$ cat src/rtl/jtroadf_objarb_pkg.sv
// jtroadf_objarb_pkg
//   Shared types and constants for the object RAM arbiter.
//   state_t  : access sequencer states (IDLE, ACC, LAT)
//   SEL_*    : which requester owns the access in flight
//   STATS_W  : width of the optional scanner wait counter
//              (present only with JTROADF_OBJARB_STATS_EN defined)
package jtroadf_objarb_pkg;

    typedef enum logic [1:0] {
        IDLE = 2'd0,
        ACC  = 2'd1,
        LAT  = 2'd2
    } state_t;

    localparam logic SEL_CPU  = 1'b0;
    localparam logic SEL_SCAN = 1'b1;

    localparam int STATS_W = 16;

endpackage

$ cat src/rtl/jtroadf_objram_arb.sv
// jtroadf_objram_arb
//   Arbiter and bank controller for the double-buffered object RAM. One
//   single-port 2 x 2^AW RAM is shared by the CPU (bank obj_frame) and the
//   object line scanner (bank ~obj_frame). Each access takes 3 clks:
//   grant in IDLE, address/write in ACC, read data captured in LAT.
//
//   Ports
//     clk, rst              system clock, synchronous active-high reset
//     cpu_cen/cs/rnw/addr/wdata  CPU bus strobe and request
//     cpu_rdata             last CPU read result
//     frame_tgl             one-clk bank swap request
//     obj_frame             current CPU bank
//     scan_req/addr         scanner request (held until scan_ack)
//     scan_ack              one-clk grant pulse
//     scan_data/scan_dv     scanner read data and valid pulse
//     ram_addr/we/din       registered RAM controls, ram_addr = {bank, addr}
//     ram_dout              RAM read data, one clk after ram_addr
//     scan_wait_cnt         optional, only with JTROADF_OBJARB_STATS_EN:
//                           saturating count of clks the scanner waited,
//                           cleared on reset and on each bank swap
//
//   state | meaning
//   IDLE  | apply pending swap, arbitrate (CPU before scanner)
//   ACC   | RAM address presented, write strobe ends
//   LAT   | ram_dout valid, capture for the owning requester
module jtroadf_objram_arb
    import jtroadf_objarb_pkg::*;
#(
    parameter int AW = 10,
    parameter int DW = 8
) (
    input  logic          clk,
    input  logic          rst,
    input  logic          cpu_cen,
    input  logic          cpu_cs,
    input  logic          cpu_rnw,
    input  logic [AW-1:0] cpu_addr,
    input  logic [DW-1:0] cpu_wdata,
    output logic [DW-1:0] cpu_rdata,
    input  logic          frame_tgl,
    output logic          obj_frame,
    input  logic          scan_req,
    input  logic [AW-1:0] scan_addr,
    output logic          scan_ack,
    output logic [DW-1:0] scan_data,
    output logic          scan_dv,
    output logic [AW:0]   ram_addr,
    output logic          ram_we,
    output logic [DW-1:0] ram_din,
    input  logic [DW-1:0] ram_dout
`ifdef JTROADF_OBJARB_STATS_EN
    ,
    output logic [STATS_W-1:0] scan_wait_cnt
`endif
);

    state_t          state;
    logic            sel;
    logic            sel_rnw;

    logic            cpu_pend;
    logic            cpu_rnw_q;
    logic [AW-1:0]   cpu_addr_q;
    logic [DW-1:0]   cpu_wdata_q;
    logic            swap_pend;

    logic            cpu_stb;
    logic            cpu_req;
    logic            cpu_rnw_e;
    logic [AW-1:0]   cpu_addr_e;
    logic [DW-1:0]   cpu_wdata_e;
    logic            swap_eff;
    logic            swap_apply;
    logic            frame_use;

    // A live strobe is granted in the same clk it arrives and takes
    // precedence over an older latched request (latest wins).
    assign cpu_stb     = cpu_cs & cpu_cen;
    assign cpu_req     = cpu_stb | cpu_pend;
    assign cpu_rnw_e   = cpu_stb ? cpu_rnw   : cpu_rnw_q;
    assign cpu_addr_e  = cpu_stb ? cpu_addr  : cpu_addr_q;
    assign cpu_wdata_e = cpu_stb ? cpu_wdata : cpu_wdata_q;

    // A toggle arriving in the same clk counts, so a swap coincident with a
    // CPU strobe lands before that access; two toggles cancel.
    assign swap_eff   = swap_pend ^ frame_tgl;
    assign swap_apply = (state == IDLE) & swap_eff;
    assign frame_use  = obj_frame ^ swap_apply;

    always_ff @(posedge clk) begin
        if (rst) begin
            cpu_pend    <= 1'b0;
            cpu_rnw_q   <= 1'b1;
            cpu_addr_q  <= '0;
            cpu_wdata_q <= '0;
        end else begin
            if (cpu_stb) begin
                cpu_rnw_q   <= cpu_rnw;
                cpu_addr_q  <= cpu_addr;
                cpu_wdata_q <= cpu_wdata;
            end
            if (state == IDLE && cpu_req)
                cpu_pend <= 1'b0;
            else if (cpu_stb)
                cpu_pend <= 1'b1;
        end
    end

    always_ff @(posedge clk) begin
        if (rst) begin
            state     <= IDLE;
            sel       <= SEL_CPU;
            sel_rnw   <= 1'b1;
            obj_frame <= 1'b0;
            swap_pend <= 1'b0;
            cpu_rdata <= '0;
            scan_data <= '0;
            scan_ack  <= 1'b0;
            scan_dv   <= 1'b0;
            ram_addr  <= '0;
            ram_we    <= 1'b0;
            ram_din   <= '0;
        end else begin
            scan_ack <= 1'b0;
            scan_dv  <= 1'b0;
            if (swap_apply) begin
                obj_frame <= ~obj_frame;
                swap_pend <= 1'b0;
            end else begin
                swap_pend <= swap_eff;
            end
            case (state)
                IDLE: begin
                    if (cpu_req) begin
                        state    <= ACC;
                        sel      <= SEL_CPU;
                        sel_rnw  <= cpu_rnw_e;
                        ram_addr <= {frame_use, cpu_addr_e};
                        ram_we   <= ~cpu_rnw_e;
                        ram_din  <= cpu_wdata_e;
                    end else if (scan_req) begin
                        state    <= ACC;
                        sel      <= SEL_SCAN;
                        sel_rnw  <= 1'b1;
                        ram_addr <= {~frame_use, scan_addr};
                        ram_we   <= 1'b0;
                        scan_ack <= 1'b1;
                    end
                end
                ACC: begin
                    ram_we <= 1'b0;
                    state  <= LAT;
                end
                LAT: begin
                    if (sel == SEL_SCAN) begin
                        scan_data <= ram_dout;
                        scan_dv   <= 1'b1;
                    end else if (sel_rnw) begin
                        cpu_rdata <= ram_dout;
                    end
                    state <= IDLE;
                end
                default: begin
                    ram_we <= 1'b0;
                    state  <= IDLE;
                end
            endcase
        end
    end

`ifdef JTROADF_OBJARB_STATS_EN
    always_ff @(posedge clk) begin
        if (rst || swap_apply)
            scan_wait_cnt <= '0;
        else if (scan_req && !scan_ack && scan_wait_cnt != {STATS_W{1'b1}})
            scan_wait_cnt <= scan_wait_cnt + 1'b1;
    end
`endif

endmodule

$ cat config.mk
export PLATFORM = sky130hd
export DESIGN_NAME = jtroadf_objram_arb
export DESIGN_NICKNAME = d
export VERILOG_FILES = /design/src/rtl/jtroadf_objarb_pkg.sv /design/src/rtl/jtroadf_objram_arb.sv
export SDC_FILE = /design/constraint.sdc
export NUM_CORES = 1
export LEC_CHECK = 0
export CORE_MARGIN = 3
export CORE_UTILIZATION = 45
export DETAILED_ROUTE_END_ITERATION = 8
export HOLD_SLACK_MARGIN = 0.15
export PLACE_DENSITY = 0.82
export REMOVE_ABC_BUFFERS = 1
export SYNTH_ARGS = -nofsm -noshare
export SYNTH_HDL_FRONTEND = slang
export SYNTH_SLANG_ARGS = --single-unit
$ cat constraint.sdc
create_clock -name clk -period 1.7 [get_ports clk]
set_input_delay 0.34 -clock clk [delete_from_list [all_inputs] [get_ports clk]]
set_output_delay 0.34 -clock clk [all_outputs]
set_load 0.02 [all_outputs]
Word-level counts from Yosys, hierarchy flattened. Index checks and enable logic that the tools add are counted.

Equal/unequal tests: 3. Muxes and demuxes: 16. Bitwise gates (word level): 11. Reduce and logical (&&, ||, !) cells: 12.

Operators by type and width (count): $mux W11 (2); $mux W10 (1); $mux W1 (8); $mux W8 (1); $reduce_and A2 Y1 (4); $not A1 Y1 (6); $reduce_or A2 Y1 (3); $mux W2 (2); $pmux W2 S2 (1); $ne A3 B3 Y1 const B (1); $reduce_and A3 Y1 (1); $reduce_or A3 Y1 (1); $and A1 B1 Y1 (2); $eq A2 B1 Y1 const B (1); $eq A2 B2 Y1 const B (1); $logic_not A2 Y1 (1); $pmux W1 S2 (1); $reduce_bool A2 Y1 (1); $xor A1 B1 Y1 (2); $logic_and A1 B1 Y1 (1); $or A1 B1 Y1 (1).

Register bits: 64. Input bits: 43. Output and inout bits: 39. Word-level logic and storage cells: 58.

Logic depth before layout (Yosys ltp). Gate-level depths: netlist of the first run.

Depth in word-level cells: 6. Gate-level depth with buffers: 5. Depth with buffers taken out: 3.

Least setup slack after synthesis of the first run. No wires, ideal clock.

Kind: register -> register. From: register state[1]. To: register ram_din[4]. Library setup time: 0.117 ns. Arrival time: 1.174 ns. Data required time: 1.583 ns. Path slack: 0.410 ns. Cell stages (with the launch flop): 6. Path buffers: 2. Clock period less this slack: 1.290 ns. Cells stage by stage: dfxtp_1 or2_1 buf_6 o21ba_1 buf_6 o22a_1.

Word-level cells in the longest chain between the ends: 2.

Ends and longest elaborated chain: start: declaration (line jtroadf_objram_arb.sv:57) `state_t state;`; start signal: assignment (line jtroadf_objram_arb.sv:111) `state <= IDLE;`; start signal: assignment (line jtroadf_objram_arb.sv:135) `state <= ACC;`; start signal: assignment (line jtroadf_objram_arb.sv:142) `state <= ACC;`; $logic_not A2 Y1 (line jtroadf_objram_arb.sv:132) `case (state)`; $reduce_and A2 Y1 (no line); end signal: assignment (line jtroadf_objram_arb.sv:140) `ram_din <= cpu_wdata_e;`; end: declaration (line jtroadf_objram_arb.sv:49) `output logic [DW-1:0] ram_din,`.

No other way between the ends. A chain may end at the register's enable or synchronous reset.

Worst setup path after layout of the first run.
From: register cpu_rdata[5]. To: output port cpu_rdata[5].

RTL lines: start: declaration (line jtroadf_objram_arb.sv:39) `output logic [DW-1:0] cpu_rdata,`; start signal: assignment (line jtroadf_objram_arb.sv:159) `cpu_rdata <= ram_dout;`.

No word-level cell between the ends.

==> results of run 1 <==
-- sequential cells by signal, indices dropped and copies added, names as in the netlist --
name and flops:
swap_pend 1, cpu_rnw_q 1, scan_dv 1, cpu_rdata 8
scan_ack 1, state 2, sel_rnw 1, sel 1
scan_data 8, cpu_pend 1, ram_din 8, cpu_addr_q 10
ram_addr 11, cpu_wdata_q 8, ram_we 1, obj_frame 1
-- per-stage QoR --
stage	TNS (ns)	power [W]	setup WS [ns]	util, %	hold slack (ns)
floorplan	0	0.001936	0.2070	-	0.4091
global placement	-2.418	0.002271	-0.1393	65.36	0.4428
detailed placement	-2.799	0.002288	-0.2132	65.36	0.4503
CTS	0	0.003627	0.01902	69.23	0.3841
global route	0	0.003735	0.003193	69.61	0.4029
finish	0	0.003587	0.05067	69.61	0.3890
-- per-layer routing --
metal / up-vias / part of all wire, % / GRT usage (%)
li1: 1098 / - / -
met1: 1048 / 41 / 23.15
met2: 91 / 50 / 35.51
met3: 8 / 7.7 / 6.430
met4: 0 / 1.3 / 6.588
met5: - / 0 / 0
-- path summary, 6_finish.rpt --
kind / end / cells past startpoint
setup / recovery: cpu_rdata[5] / 1
hold reg to reg: cpu_addr_q[4]$_SDFF_PP0_ / 2
setup reg to reg: ram_addr[3]$_SDFFE_PP0P_ / 4
hold / removal: cpu_addr_q[9]$_SDFF_PP0_ / 2
-- power by group --
group / switching, W / internal [W] / total, W
combinational: 0.000290 / 0.000323 / 0.000614
sequential: 0.0000522 / 0.00159 / 0.00164
clock: 0.000639 / 0.000693 / 0.00133
total: 0.000982 / 0.00261 / 0.00359
-- cell type report --
class	count	share of cell area [%]
sequential	64	34.92
clock inverter	7	2.183
multi-input combinational	162	29.67
inverter	11	1.126
clock buffer	9	3.377
tap	70	2.387
timing repair buffer	99	26.33
-- placed cells by master, fill, tap and decap left out, types with 3 or more instances in the layout --
cell type | synthesis | final
o221ai_1 | 10 | 10
clkbuf_8 | 0 | 9
inv_1 | 11 | 11
a22oi_1 | 10 | 10
dfxtp_1 | 64 | 64
nand3_1 | 19 | 19
a21bo_2 | 8 | 8
buf_4 | 3 | 17
a21oi_1 | 20 | 20
o22a_1 | 8 | 8
or3_1 | 3 | 3
dlymetal6s2s_1 | 0 | 5
mux2i_1 | 16 | 16
nor2_1 | 19 | 19
nand2_1 | 21 | 21
nor3_1 | 3 | 3
clkdlybuf4s50_1 | 0 | 75
-- cells by family (layout without fill, tap and decap cells) --
| kind of cell | count (synthesis) | in the layout | share of synthesized area [%] |
|---|---|---|---|
| simple gates | 75 | 75 | 14.27 |
| buf+inv | 31 | 126 | 6.116 |
| xor+xnor | 2 | 2 | 1.243 |
| compound gates | 69 | 69 | 21.08 |
| flops | 64 | 64 | 50.92 |
| mux | 16 | 16 | 6.365 |
-- repair_timing --
item / CTS / global route
hold buffers: 0 / 0
endpoints found under the setup margin: 0 / 6
resized for setup: 0 / 6
==> flow_summary.yaml, run 1 <==
clock_tree:
  cts_tree: "built"
  postCtsSetupBuffers: 0
  cts_buffers: 9
  h-tree-depth: 3
  clk_pin_slew_ns: 0.08
  cts_sinks: 64
  root_buffer: "clkbuf_8"
  clk-insertion-delay-late_ns: 0.35
  cts_buffer_depth: 2
cells_and_area:
  syn_to_final_growth_pct: 45.80
  n_antenna_cell: 0
  drive_above_1_share_pct: 14.20
  fill_cells: 427
  regArea_um2: 1281
  finish.instance_area_um2: 3669
  multi_input_area_um2: 1089
  num-nets-final: 390
  instances_no_fill: 422
floorplanning:
  fp.dieW_um: 80.78
  chipHeight_um: 80.78
  start_util_pct: 47.74
  io_pins: 82
  rows: 26
  core_area_um2: 5270
  die_area_um2: 6525
detailed_routing:
  drt-initial-drc-count: 102
  wirelength_um: 6296
  drc: 0
  wire_per_inst_um: 14.92
  drtAntennaViolNets: 0
  vias_per_cell: 5.320
  routed-via-count: 2245
  firstDrtPassIters: 4
setup_path:
  required_ns: 1.36
  crit_family: "buffers and inverters"
  cp.buffers_inverters: 1
  slowest_stage: "clkdlybuf4s50_1"
  critPathMaxFanout: 2
  arrival_ns: 1.31
  max_stage_delay_ns: 0.62
  r2r_slack_ns: 0.23
  cp-startpoint: "cpu_rdata[5]$_SDFFE_PP0P_"
  worstSetupPathType: "flop to output pin"
  reg2reg_from: "state[1]$_SDFFE_PP0P_"
  end_kind: "output pin"
  crit_chain: "clkdlybuf4s50_1"
  start_kind: "flop"
place:
  placedInstanceArea_um2: 3445
  place_congestion: 0.7350
  dp.cells: 406
  hpwlAfterDp_um: 4398
  port_buffers: 81
logic_synthesis:
  avgSynthCellArea_um2: 9.791
  synth_area_um2: 2516
  synthDominantAreaCellType: "dfxtp_1"
  ys_types: 40
  synth_flop_cell: "dfxtp_1"
  synth-seq-cells: 64
  yosysTopAreaCellShare_pct: 50.92
  ys_seq_area_share_pct: 50.92
  yosys-top-cells-area: "dfxtp_1 51%, mux2i_1 6.4%, a21oi_1 4.0%, nand3_1 3.8%, o221ai_1 3.5%"
  synth_warnings: 0
  synthTopCellsByCount: "64 x dfxtp_1, 21 x nand2_1, 20 x a21oi_1"
  async_flop_share_pct: 0
  synth_edf_count: 0
  synth_most_common_cell: "dfxtp_1"
  netlist_instances: 257
sta:
  max-slew-margin-rel_pct: 60.57
  min_period_over_period_pct: 97.02
  period_minus_slack_ns: 1.649
  worst_slew_pin_slew_ns: 0.5896
  clock.fmax_mhz: 606.3
  setup_viol: 0
  grt_setup_unrepaired: "false"
  skew_ns: 0.01052
  hold_viol: 0
  slew_violations: 0
global_route:
  grt-ovfl-total: 0
  antenna_found_initial: 0
  grt_pass1_vias: 2277
  grt_max_degree: 21
  grtUsageTotal_pct: 20.16
  grt_pass1_wl_um: 10190
flow_run:
  cap_violations: 0
power:
  leakagePower_nw: 1.519
  vdd_drop_max_mv: 0.7285
  power_density_nw_per_um2: 977.9
hold_path:
  worstHoldStart: "rst"
  hp-class: "input pin to flop"
run_status:
  status: "completed"
Power figures use the tool's default switching activity.
==> run 2, diff against run 1 <==
--- a/config.mk
+++ b/config.mk
@@ -5,7 +5,6 @@
 export SDC_FILE = /design/constraint.sdc
 export NUM_CORES = 1
 export LEC_CHECK = 0
-export CORE_MARGIN = 3
 export CORE_UTILIZATION = 45
 export DETAILED_ROUTE_END_ITERATION = 8
 export HOLD_SLACK_MARGIN = 0.15
==> flow_summary.yaml, run 2 (synthesized netlist as in run 1, its figures left out) <==
setup_path:
  arrival_ns: 1.29
  cp_num_cells: 1
  r2r_slack_ns: 0.25
  reg2reg_to: "scan_data[3]$_SDFFE_PP0P_"
  reg2reg_from: "state[1]$_SDFFE_PP0P_"
  crit_family: "buffers and inverters"
  slowest_stage: "clkdlybuf4s50_1"
  critPathMaxFanout: 2
  end_kind: "output pin"
  worstSetupPathType: "flop to output pin"
  crit_chain: "clkdlybuf4s50_1"
  cp.buffers_inverters: 1
  required_ns: 1.36
  max_stage_delay_ns: 0.62
  reg2regPathDepth: 3
  start_kind: "flop"
floorplanning:
  fp.dieW_um: 76.78
  chipHeight_um: 76.78
  start_util_pct: 48.04
  io_pins: 82
  rows: 26
  die_area_um2: 5894
  core_area_um2: 5238
global_route:
  antenna_found_initial: 0
  grt_pass1_wl_um: 10120
  grt_max_degree: 26
  grtUsageTotal_pct: 21.69
  grt-ovfl-total: 0
  grt_pass1_vias: 2251
cells_and_area:
  fill_cells: 420
  instances_no_fill: 420
  finish.instance_area_um2: 3656
  final_cell_mix: "79 x clkdlybuf4s50_1, 64 x dfxtp_1, 21 x nand2_1"
  largest_registers: "ram_addr x11, cpu_addr_q x10"
  layout_commonest_cell: "clkdlybuf4s50_1"
  drive_above_1_share_pct: 13.14
  num-nets-final: 388
  largest_reg_flops: 11
  n_antenna_cell: 0
  syn_to_final_growth_pct: 45.30
  top_register: "ram_addr"
run_status:
  status: "completed"
place:
  hpwlAfterDp_um: 4130
  port_buffers: 81
  dp.cells: 404
  placedInstanceArea_um2: 3455
  place_congestion: 0.7469
detailed_routing:
  routed-via-count: 2152
  vias_per_cell: 5.124
  firstDrtPassIters: 4
  wirelength_um: 5946
  drt-initial-drc-count: 136
  drtAntennaViolNets: 0
  wire_per_inst_um: 14.16
  drc: 0
clock_tree:
  postCtsSetupBuffers: 0
  cts_buffers: 9
  cts_tree: "built"
  root_buffer: "clkbuf_8"
  cts_sinks: 64
  clk_pin_slew_ns: 0.07
  cts_buffer_depth: 2
  holdBufCountCts: 0
  h-tree-depth: 3
  cts.repair.resized: 0
  clk-insertion-delay-late_ns: 0.33
power:
  finalPower_w: 0.003552
  leakagePower_nw: 1.452
  vdd_drop_max_mv: 0.6829
  power_density_nw_per_um2: 971.5
sta:
  skew_ns: 0.009354
  slew_violations: 0
  worst_slew_pin_slew_ns: 0.5923
  setup_viol: 0
  period_minus_slack_ns: 1.628
  min_period_over_period_pct: 95.74
  hold_viol: 0
  max-slew-margin-rel_pct: 60.40
  clock.fmax_mhz: 614.4
  grt_setup_unrepaired: "false"
hold_path:
  worstHoldStart: "rst"
  whs_path_depth: 2
  hp-class: "input pin to flop"
  whs_endpoint: "cpu_addr_q[3]$_SDFF_PP0_"
flow_run:
  cap_violations: 0
[run 2: cell types whose count changed in the layout (fill, tap and decap cells not counted), moves of 2 or more]
cell | previous run | this run
clkdlybuf4s50_1 | 75 | 79
clkbuf_8 | 9 | 11
clkbuf_1 | 0 | 2
clkinv_4 | 2 | 0
buf_4 | 17 | 13
buf_12 | 1 | 3
dlymetal6s2s_1 | 5 | 1
[run 2: where the power goes]
group	switching (W)	leakage, nW	internal [W]	total [W]
clock	0.000538	0.103	0.000754	0.00129
combinational	0.000288	0.825	0.000331	0.000619
sequential	0.0000500	0.523	0.00159	0.00164
[run 2: worst max-delay path by stage]
stage                                     endpoint                    start
after floorplan           ram_addr[0]$_SDFFE_PP0P_    state[1]$_SDFFE_PP0P_
after global placement    ram_addr[2]$_SDFFE_PP0P_                  cpu_cen
after detailed placement  ram_addr[4]$_SDFFE_PP0P_                  cpu_cen
after CTS                                obj_frame   obj_frame$_SDFFE_PP0P_
after global routing      ram_addr[5]$_SDFFE_PP0P_                  cpu_cen
final                                   ram_din[0]  ram_din[0]$_SDFFE_PP0P_
[run 2: routing by layer]
metal  part of all wire [%]  global-route usage, %
met1                     44                  24.59
met4                    1.2                  8.846
met3                    6.9                  7.024
met2                     48                  37.32
met5                      0                      0
[run 2: area by class of cell]
cell class,instances,area (um2),share of cell area (%)
Timing Repair Buffer,97,965.9,26.42
Multi-Input combinational cell,162,1081,29.57
Clock buffer,13,158.9,4.346
Tap cell,70,87.58,2.396
Clock inverter,3,40.04,1.095
Inverter,11,41.29,1.129
Sequential cell,64,1281,35.04
[run 2: through the flow]
| stage | worst slack (ns) | hold WS [ns] | setup TNS, ns | utilization (%) |
|---|---|---|---|---|
| floorplan | 0.2070 | 0.4091 | 0 | - |
| global placement | -0.09032 | 0.4430 | -0.9755 | 65.96 |
| detailed placement | -0.1661 | 0.4511 | -1.803 | 65.96 |
| CTS | 0.02125 | 0.3687 | 0 | 69.76 |
| global route | 0.0007458 | 0.3893 | 0 | 69.80 |
| finish | 0.07237 | 0.3798 | 0 | 69.80 |
